## src/rtl/jk_cnt_pkg.sv

```systemverilog
// rtl/jk_cnt_pkg.sv - shared JK codes, operation select and excitation function
//
// Purpose : constants and helpers shared by the JK counter and its per-bit stage.
//   HOLD/CLR/SET/TOG : 2-bit {j,k} codes of a JK flop
//   cnt_op_e         : per-edge operation chosen by the counter
//   jk_excite()      : (present, next) -> {j,k}, every case resolved
// Optional build macro used by the counter: JK_COUNTER_UPDOWN_EN
package jk_cnt_pkg;

  localparam logic [1:0] HOLD = 2'b00;
  localparam logic [1:0] CLR  = 2'b01;
  localparam logic [1:0] SET  = 2'b10;
  localparam logic [1:0] TOG  = 2'b11;

  typedef enum logic [1:0] {
    OP_HOLD  = 2'd0,
    OP_COUNT = 2'd1,
    OP_LOAD  = 2'd2,
    OP_RESET = 2'd3
  } cnt_op_e;

  // Excitation with don't-cares pinned: a bit that keeps its value gets
  // HOLD, never TOG/CLR/SET, so the stage input is fully determined.
  function automatic logic [1:0] jk_excite(input logic present, input logic next);
    logic [1:0] jk;
    case ({present, next})
      2'b00:   jk = HOLD;
      2'b01:   jk = SET;
      2'b10:   jk = CLR;
      default: jk = HOLD;
    endcase
    return jk;
  endfunction

endpackage

```

## src/rtl/jk_cnt_stage.sv

```systemverilog
// rtl/jk_cnt_stage.sv - one JK flip-flop stage, falling-edge, sync active-high reset
//
// Purpose : holds one count bit; 00 hold, 01 clear, 10 set, 11 toggle.
// Ports   :
//   clk_i : clock, state changes on the falling edge
//   rst_i : synchronous active-high reset, forces q to 0
//   j, k  : JK control inputs
//   q     : stored bit
module jk_cnt_stage
  import jk_cnt_pkg::*;
(
  input  logic clk_i,
  input  logic rst_i,
  input  logic j,
  input  logic k,
  output logic q
);

  logic q_q;
  logic q_d;

  always_comb begin
    q_d = q_q;
    case ({j, k})
      HOLD:    q_d = q_q;
      CLR:     q_d = 1'b0;
      SET:     q_d = 1'b1;
      TOG:     q_d = ~q_q;
      default: q_d = q_q;
    endcase
  end

  always_ff @(negedge clk_i) begin
    if (rst_i) begin
      q_q <= 1'b0;
    end else begin
      q_q <= q_d;
    end
  end

  assign q = q_q;

endmodule

```

## src/rtl/jk_down_counter.sv

```systemverilog
// rtl/jk_down_counter.sv - modulo-N down counter built from JK stages
//
// Purpose : counts MODULUS-1 .. 0 and wraps, with clamped parallel load.
//   The desired next count is formed in binary, then each bit is turned into
//   J/K by excitation of (present, next) and applied to a jk_cnt_stage.
// Parameters:
//   WIDTH   : counter width in bits
//   MODULUS : count range 0..MODULUS-1, 2 <= MODULUS <= 2**WIDTH
// Ports   :
//   clk_i      : clock, all state changes on the falling edge
//   rst_i      : synchronous active-high reset (highest priority)
//   en_i       : count enable
//   load_i     : parallel-load strobe (beats en_i)
//   load_val_i : load value, clamped to MODULUS-1
//   dir_up_i   : count direction, 1 = up (only with JK_COUNTER_UPDOWN_EN)
//   count_o    : present count, straight from the stages
//   tc_o       : terminal count, high on the edge that will wrap
//   zero_o     : count_o == 0
// Build macro: JK_COUNTER_UPDOWN_EN adds dir_up_i and up-counting.
module jk_down_counter
  import jk_cnt_pkg::*;
#(
  parameter int WIDTH   = 4,
  parameter int MODULUS = 10
) (
  input  logic             clk_i,
  input  logic             rst_i,
  input  logic             en_i,
  input  logic             load_i,
  input  logic [WIDTH-1:0] load_val_i,
`ifdef JK_COUNTER_UPDOWN_EN
  input  logic             dir_up_i,
`endif
  output logic [WIDTH-1:0] count_o,
  output logic             tc_o,
  output logic             zero_o
);

  localparam logic [WIDTH-1:0] MAX_CNT = WIDTH'(MODULUS - 1);
  // One extra bit so MODULUS == 2**WIDTH is still representable.
  localparam logic [WIDTH:0]   MOD_EXT = (WIDTH + 1)'(MODULUS);

  logic [WIDTH-1:0] count_q;
  logic [WIDTH-1:0] count_d;
  logic [WIDTH-1:0] load_clamped;
  logic [WIDTH-1:0] count_step;
  logic             at_zero;
  logic             step_wraps;
  cnt_op_e          op;

  assign at_zero = (count_q == '0);

  always_comb begin
    load_clamped = load_val_i;
    if ({1'b0, load_val_i} >= MOD_EXT) begin
      load_clamped = MAX_CNT;
    end
  end

`ifdef JK_COUNTER_UPDOWN_EN
  logic at_max;
  // >= rather than == so an out-of-range count would still fall back to 0.
  assign at_max = (count_q >= MAX_CNT);

  always_comb begin
    count_step = count_q;
    step_wraps = 1'b0;
    if (dir_up_i) begin
      step_wraps = at_max;
      count_step = at_max ? '0 : count_q + WIDTH'(1);
    end else begin
      step_wraps = at_zero;
      count_step = at_zero ? MAX_CNT : count_q - WIDTH'(1);
    end
  end
`else
  always_comb begin
    step_wraps = at_zero;
    count_step = at_zero ? MAX_CNT : count_q - WIDTH'(1);
  end
`endif

  always_comb begin
    op = OP_HOLD;
    if (rst_i) begin
      op = OP_RESET;
    end else if (load_i) begin
      op = OP_LOAD;
    end else if (en_i) begin
      op = OP_COUNT;
    end
  end

  always_comb begin
    count_d = count_q;
    case (op)
      OP_RESET: count_d = '0;
      OP_LOAD:  count_d = load_clamped;
      OP_COUNT: count_d = count_step;
      OP_HOLD:  count_d = count_q;
      default:  count_d = count_q;
    endcase
  end

  // Reset is also applied inside each stage, so the J/K values on a reset
  // edge do not matter; they still point at 0 to keep the two paths aligned.
  for (genvar i = 0; i < WIDTH; i++) begin : g_stage
    logic [1:0] jk;
    assign jk = jk_excite(count_q[i], count_d[i]);

    jk_cnt_stage u_stage (
      .clk_i (clk_i),
      .rst_i (rst_i),
      .j     (jk[1]),
      .k     (jk[0]),
      .q     (count_q[i])
    );
  end

  assign count_o = count_q;
  assign zero_o  = at_zero;
  assign tc_o    = en_i & ~load_i & step_wraps;

endmodule

```

## config.mk

```make
export PLATFORM = sky130hd
export DESIGN_NAME = jk_down_counter
export DESIGN_NICKNAME = d
export VERILOG_FILES = /design/src/rtl/jk_cnt_pkg.sv /design/src/rtl/jk_cnt_stage.sv /design/src/rtl/jk_down_counter.sv
export SDC_FILE = /design/constraint.sdc
export NUM_CORES = 1
export LEC_CHECK = 0
export BUFFER_PORTS_ARGS = -buffer_cell sky130_fd_sc_hd__buf_2
export CORE_AREA = 2 2 39 41
export CTS_CLUSTER_SIZE = 40
export DETAILED_ROUTE_END_ITERATION = 10
export DIE_AREA = 0 0 41 43
export SLEW_MARGIN = 20
export SYNTH_ARGS = -nofsm -noshare
export SYNTH_HDL_FRONTEND = slang
export SYNTH_SLANG_ARGS = --single-unit
```

## constraint.sdc

```tcl
create_clock -name clk_i -period 2.3 [get_ports clk_i]
set_clock_uncertainty 0.1 [all_clocks]
set_input_delay 0.46 -clock clk_i [delete_from_list [all_inputs] [get_ports clk_i]]
set_output_delay 0.46 -clock clk_i [all_outputs]
set_load 0.01 [all_outputs]
```

# Yosys cells after proc, flatten, opt, wreduce, memory -nomap -nowiden
# Index checks and enable logic that the tools add are counted.
# word_totals
register_bits,4
in_bits,8
out_inout_bits,6
wordCells,56
# classes
n_addsub,1
order_cmp,1
eq_ne,23
mux,14
n_bitwise,7
n_reduce_logical,6
# op_table
cell,count
$eq A2 B2 Y1 const B,14
$eq A2 B1 Y1 const B,9
$pmux W2 S2,4
$pmux W4 S4,1
$pmux W1 S3,4
$logic_not A2 Y1,5
$mux W4,2
$not A1 Y1,5
$ge A4 B4 Y1 const B,1
$logic_not A4 Y1,1
$mux W2,2
$sub A4 B1 Y4 const B,1
$and A1 B1 Y1,2
$mux W1,1

# Depth between registers and ports, before layout
# Gate-level depths: netlist (run 1).
# depth
ltp_word,9
mapped_depth,7
ltp_nobuf,6

# By module
# From an unflattened synthesis (run 1), not the netlist that was laid out.
# hier_totals
cells_unflattened,49
hier_area_um2,362.8
# by_module_without_submodules
module,n_inst,cells_each,area_each_um2,seq_area_each_um2
jk_down_counter,1,33,222.7,0.0
jk_cnt_stage,4,4,35.0,20.0

==> impl_metrics.env, run 1 <==
export IMPL_switchingPower_uw=89.87
export IMPL_cts_buffers=3
export IMPL_violations="negative setup slack"
export IMPL_worstSetupPathType="reg2out"
export IMPL_start_util_pct=31.65
export IMPL_synth_ff_type="dfxtp_1"
export IMPL_die_h_um=43
export IMPL_htreeDepth=1
export IMPL_vdd_drop_max_uv=247.2
export IMPL_worstMarginPinSlew_ns=0.2403
export IMPL_setup_viol=10
export IMPL_cts_hold_buf=0
export IMPL_hold_violations=0
export IMPL_p_leak_uw=0.0003415
export IMPL_coreArea_um2=1384
export IMPL_power_internal_uw=200.4
export IMPL_whs_ns=0.5485
export IMPL_clockPowerShare_pct=37.6
export IMPL_grt_remaining_overflow=0
export IMPL_via_per_inst=4.890
export IMPL_area_growth_pct=63.14
export IMPL_die_x_um=41
export IMPL_slew_violations=0
export IMPL_io_buffers=13
export IMPL_routed_wl_um=1101
export IMPL_drive_gt1_share_pct=54.67
export IMPL_cts_sinks=4
export IMPL_io_pins=14
export IMPL_rows=14
export IMPL_p_comb_share_pct=36.2
export IMPL_vias=445
export IMPL_path_max_fanout=2
export IMPL_num_antenna_cells=0
export IMPL_clockBufferDepth=2
export IMPL_largest_reg_flops=4
export IMPL_yosys_area_top_type="dfxtp_1"
export IMPL_grt_max_degree=9
export IMPL_synth_async_sr_flop_share_pct=0
export IMPL_cts_root_buf="clkbuf_4"
export IMPL_required_ns=1.74
export IMPL_yosys_warnings=0
export IMPL_synthDistinctLibCells=24
export IMPL_drc=0
export IMPL_synth_seq_cells=4
export IMPL_synth_top_area_share_pct=18.29
export IMPL_dieArea_um2=1763
export IMPL_relSlewSlack_pct=83.76
export IMPL_rsz0062_at_grt="true"
export IMPL_syn_avg_cell_area_um2=8.263
export IMPL_grt_pass1_wl_um=1642
export IMPL_ys_seq_area_share_pct=18.29
export IMPL_nNetsFinal=89
export IMPL_dpl_hpwl_um=739
export IMPL_synth_nets=65
export IMPL_clock_latency_ns=0.28
export IMPL_arrival_ns=2.41
export IMPL_antenna_left=0
export IMPL_dr_first_iter_drc_count=6
export IMPL_status="finished, violations left"
export IMPL_synth_edf_count=0
export IMPL_wire_per_inst_um=12.10
export IMPL_pwr_density_cell_nw_per_um2=406.3
export IMPL_place_congestion=0.6880
export IMPL_clk_pin_slew_ns=0.03
export IMPL_pre_cts_slack_ns=-0.6746
export IMPL_end_kind="output pin"
export IMPL_setup_slack_ns=-0.6672
export IMPL_synth_commonest_cells="inv_1 (7), nor2_1 (6), buf_4 (5)"
export IMPL_min_path_type="reg2reg"
export IMPL_antenna_found_initial=0
export IMPL_dr_pass1_iters=2
export IMPL_power_total_uw=290.3
export IMPL_cts_tree="built"
export IMPL_grt_pass1_vias=452
export IMPL_switching_share_pct=30.96
export IMPL_seq_power_share_pct=26.1
export IMPL_cap_violations=0
export IMPL_synthTopCellsByArea="dfxtp_1 (18%), ha_1 (11%), mux2i_1 (9.1%), buf_4 (8.6%), inv_1 (6.0%)"
export IMPL_synthCells=53
export IMPL_syn_area_um2=437.9
export IMPL_grt_usage_pct=13.58
export IMPL_start_kind="register"
export IMPL_yosysMostFrequentCell="inv_1"
[worst max-delay path, cell delays in order (launching register included)]
cell     delay [ns]
dfxtp_2        0.31
or2_4          0.25
nor3_4         0.12
and3b_2        0.20
buf_6          0.09
[cells by family after synthesis]
group / synth area share, %
multiplexers: 9.143
AND/OR/NAND/NOR: 24.57
buffers and inverters: 18.00
AO/OA/AOI/OAI: 14.57
flip-flops: 18.29
XOR/XNOR: 4.001
adder cells (fa/ha/maj): 11.43
[through the flow]
step           area [µm²]  TNS [ns]  utilization [%]  cells
6_report            714.4    -3.414            51.63     91
2_1_floorplan       454.2    -2.714                -     53
4_1_cts             664.4    -3.438            48.01     91
3_5_place_dp        533.0    -3.456            38.52     83
3_3_place_gp        533.0    -3.363            38.52     83
5_1_grt             714.4    -3.853            51.63     91
[area by class of cell]
| type | count | area, µm² |
|---|---|---|
| clock buffers | 3 | 22.52 |
| flip-flops and latches | 4 | 83.83 |
| repair buffers | 23 | 200.2 |
| well taps | 16 | 20.02 |
| clock inverters | 4 | 15.01 |
| inverters | 6 | 22.52 |
| fillers | 127 | 669.4 |
| multi-input cells | 35 | 350.3 |
[per-layer routing]
layer  global-route usage [%]  vias to the layer above  routed length, µm
met3                    2.618                        0                 34
met2                    24.38                        9                577
met4                    6.667                        0                  0
met5                        0                        -                  0
li1                         -                      227                  -
met1                    13.59                      209                489
[path summary, 6_finish.rpt]
check                    endpoint  depth (start not counted)                  from  slack (ns)
max reg2reg  g_stage[3].u_stage.q                          8  g_stage[2].u_stage.q        0.41
min          g_stage[3].u_stage.q                          3  g_stage[3].u_stage.q        0.55
max                          tc_o                          4  g_stage[1].u_stage.q       -0.67
min reg2reg  g_stage[3].u_stage.q                          3  g_stage[3].u_stage.q        0.55
[power groups by stage]
stage	logic (µW)	registers [µW]	clock network, µW
after detailed placement	78.0	75.3	13.5
final	105	75.9	109
after CTS	97.2	75.2	117
after global routing	115	75.8	128
after floorplan	51.4	78.5	13.5
after global placement	77.1	75.3	13.5
[cell usage in the layout, fill, tap and decap left out, drive strengths merged]
cell	n
a21oi	2
a311oi	1
a31oi	2
and3b	1
buf	23
clkbuf	3
dfxtp	4
ha	4
inv	10
mux2i	4
nand2	1
nor2	6
nor3	1
nor3b	2
nor4b	2
o21a	2
o21ai	1
o22ai	2
or2	1
or3b	1
xnor2	1
xor2	1
[what timing repair did]
action                                  4_1_cts  5_1_grt
setup buffers                                 2        0
resized for setup                            19       10
endpoints found under the setup margin       10       10
pin swaps                                     7        4
No activity file was read; power rests on OpenSTA's default activity.
==> run 2: changes to the inputs <==
--- a/config.mk
+++ b/config.mk
@@ -10,6 +10,7 @@
 export CTS_CLUSTER_SIZE = 40
 export DETAILED_ROUTE_END_ITERATION = 10
 export DIE_AREA = 0 0 41 43
+export PLACE_DENSITY_LB_ADDON = 0.08
 export SLEW_MARGIN = 20
 export SYNTH_ARGS = -nofsm -noshare
 export SYNTH_HDL_FRONTEND = slang
==> impl_metrics.env, run 2 (synthesis gave the netlist of run 1 again) <==
export IMPL_whs_ns=0.5127
export IMPL_die_h_um=43
export IMPL_coreArea_um2=1384
export IMPL_antenna_left=0
export IMPL_cts_sinks=4
export IMPL_vias=445
export IMPL_start_util_pct=31.65
export IMPL_final_cell_mix="inv_1 (10), buf_6 (8), buf_4 (8)"
export IMPL_rr_endpoint="g_stage[2].u_stage.q"
export IMPL_rsz0062_at_grt="true"
export IMPL_arrival_ns=2.44
export IMPL_final_common_cell="inv_1"
export IMPL_place_congestion=0.6525
export IMPL_num_antenna_cells=0
export IMPL_required_ns=1.74
export IMPL_dieArea_um2=1763
export IMPL_dr_first_iter_drc_count=2
export IMPL_cts_buffers=3
export IMPL_critPathMaxStageDelay_ns=0.30
export IMPL_r2r_cells=9
export IMPL_min_path_type="reg2reg"
export IMPL_cap_violations=0
export IMPL_status="finished, violations left"
export IMPL_multi_input_area_um2=325.3
export IMPL_grt_pass1_wl_um=1807
export IMPL_die_x_um=41
export IMPL_slew_violations=0
export IMPL_seq_area_um2=85.08
export IMPL_io_buffers=13
export IMPL_grt_pass1_vias=448
export IMPL_design_area_um2=710.7
export IMPL_worstPathCellList="or2_1 -> nor3_2 -> and3b_2 -> buf_6"
export IMPL_relSlewSlack_pct=83.40
export IMPL_grt_max_degree=9
export IMPL_p_leak_uw=0.0003486
export IMPL_dpl_hpwl_um=778.8
export IMPL_clock_latency_ns=0.29
export IMPL_pre_cts_slack_ns=-0.6797
export IMPL_r2r_start="g_stage[1].u_stage.q"
export IMPL_hold_violations=0
export IMPL_pwr_density_cell_nw_per_um2=405.5
export IMPL_cts_tree="built"
export IMPL_io_pins=14
export IMPL_ff2ff_setup_slack_ns=0.39
export IMPL_clockBufferDepth=2
export IMPL_htreeDepth=1
export IMPL_setup_slack_ns=-0.7016
export IMPL_fillCellCount=144
export IMPL_fin_cells=93
export IMPL_grt_usage_pct=16.06
export IMPL_antenna_found_initial=0
export IMPL_dp_cells=84
export IMPL_violations="negative setup slack"
export IMPL_dpl_cell_area_um2=540.5
export IMPL_routed_wl_um=1051
export IMPL_grt_remaining_overflow=0
export IMPL_dr_pass1_iters=3
export IMPL_whs_endpoint="g_stage[3].u_stage.q"
export IMPL_setup_viol=10
export IMPL_largest_reg_flops=4
export IMPL_clk_pin_slew_ns=0.03
export IMPL_drive_gt1_share_pct=55.84
export IMPL_rows=14
export IMPL_worstSetupPathType="reg2out"
export IMPL_end_kind="output pin"
export IMPL_path_max_fanout=2
export IMPL_critPathSlowestCell="dfxtp_2"
export IMPL_nNetsFinal=91
export IMPL_start_kind="register"
export IMPL_worstMarginPinSlew_ns=0.2455
export IMPL_wire_per_inst_um=11.30
export IMPL_via_per_inst=4.785
export IMPL_hp_start="g_stage[3].u_stage.q"
export IMPL_drc=0
export IMPL_vdd_drop_max_uv=274.1
export IMPL_area_growth_pct=62.29
export IMPL_cts_root_buf="clkbuf_4"
export IMPL_holdPathStages=3
==> run 2: worst max-delay path by stage <==
stage                    startpoint                    to  slack [ns]  cells past startpoint
2_1_floorplan                load_i  g_stage[1].u_stage.q       -0.56                      6
3_5_place_dp                   en_i  g_stage[2].u_stage.q       -0.68                      6
5_1_grt        g_stage[1].u_stage.q                  tc_o       -0.77                      4
3_3_place_gp                   en_i  g_stage[2].u_stage.q       -0.68                      6
4_1_cts        g_stage[1].u_stage.q                  tc_o       -0.70                      4
6_report       g_stage[1].u_stage.q                  tc_o       -0.70                      4
==> run 2: report_power, final <==
group	leakage, µW	switching, µW	total [µW]	internal (µW)
logic	0.000279	43.6	102	58.4
clock network	0.0000351	43.0	111	68.0
registers	0.0000343	1.79	75.2	73.4
total	0.000349	88.4	288	200
==> run 2: timing repair <==
action / CTS / global route
endpoints found under the setup margin: 10 / 10
resized for setup: 21 / 6
hold endpoints to repair: 0 / 0
setup buffers: 2 / 1
pin swaps: 8 / 6
hold buffers: 0 / 0
==> run 2: through the flow <==
stage	total power (µW)	util [%]	TNS, ns
floorplan	143.4	-	-2.714
global placement	168.0	39.06	-3.467
detailed placement	168.7	39.06	-3.420
CTS	289.9	48.73	-3.454
global route	315.9	51.36	-3.990
finish	288.2	51.36	-3.407
==> run 2: final cells by class <==
class | instances | area share, %
clock buffer | 3 | 3.169
clock inverter | 4 | 2.113
inverter | 6 | 3.169
multi-input combinational | 35 | 45.77
sequential | 4 | 11.97
tap | 16 | 2.817
timing repair buffer | 25 | 30.99
==> run 2: worst max-delay path, delay by kind of cell, from the launching register on <==
kind | cells | cell delay, ns
buf+inv | 1 | 0.09
flops | 1 | 0.30
simple gates | 3 | 0.60
==> run 2: routing by layer <==
| layer | vias to the layer above | wire, µm | track usage, % | share of wire (%) |
|---|---|---|---|---|
| li1 | 229 | - | - | - |
| met5 | - | 0 | 0 | 0 |
| met4 | 0 | 31 | 14.67 | 2.9 |
| met1 | 200 | 465 | 20.26 | 44 |
| met3 | 4 | 56 | 2.094 | 5.3 |
| met2 | 12 | 497 | 22.19 | 47 |
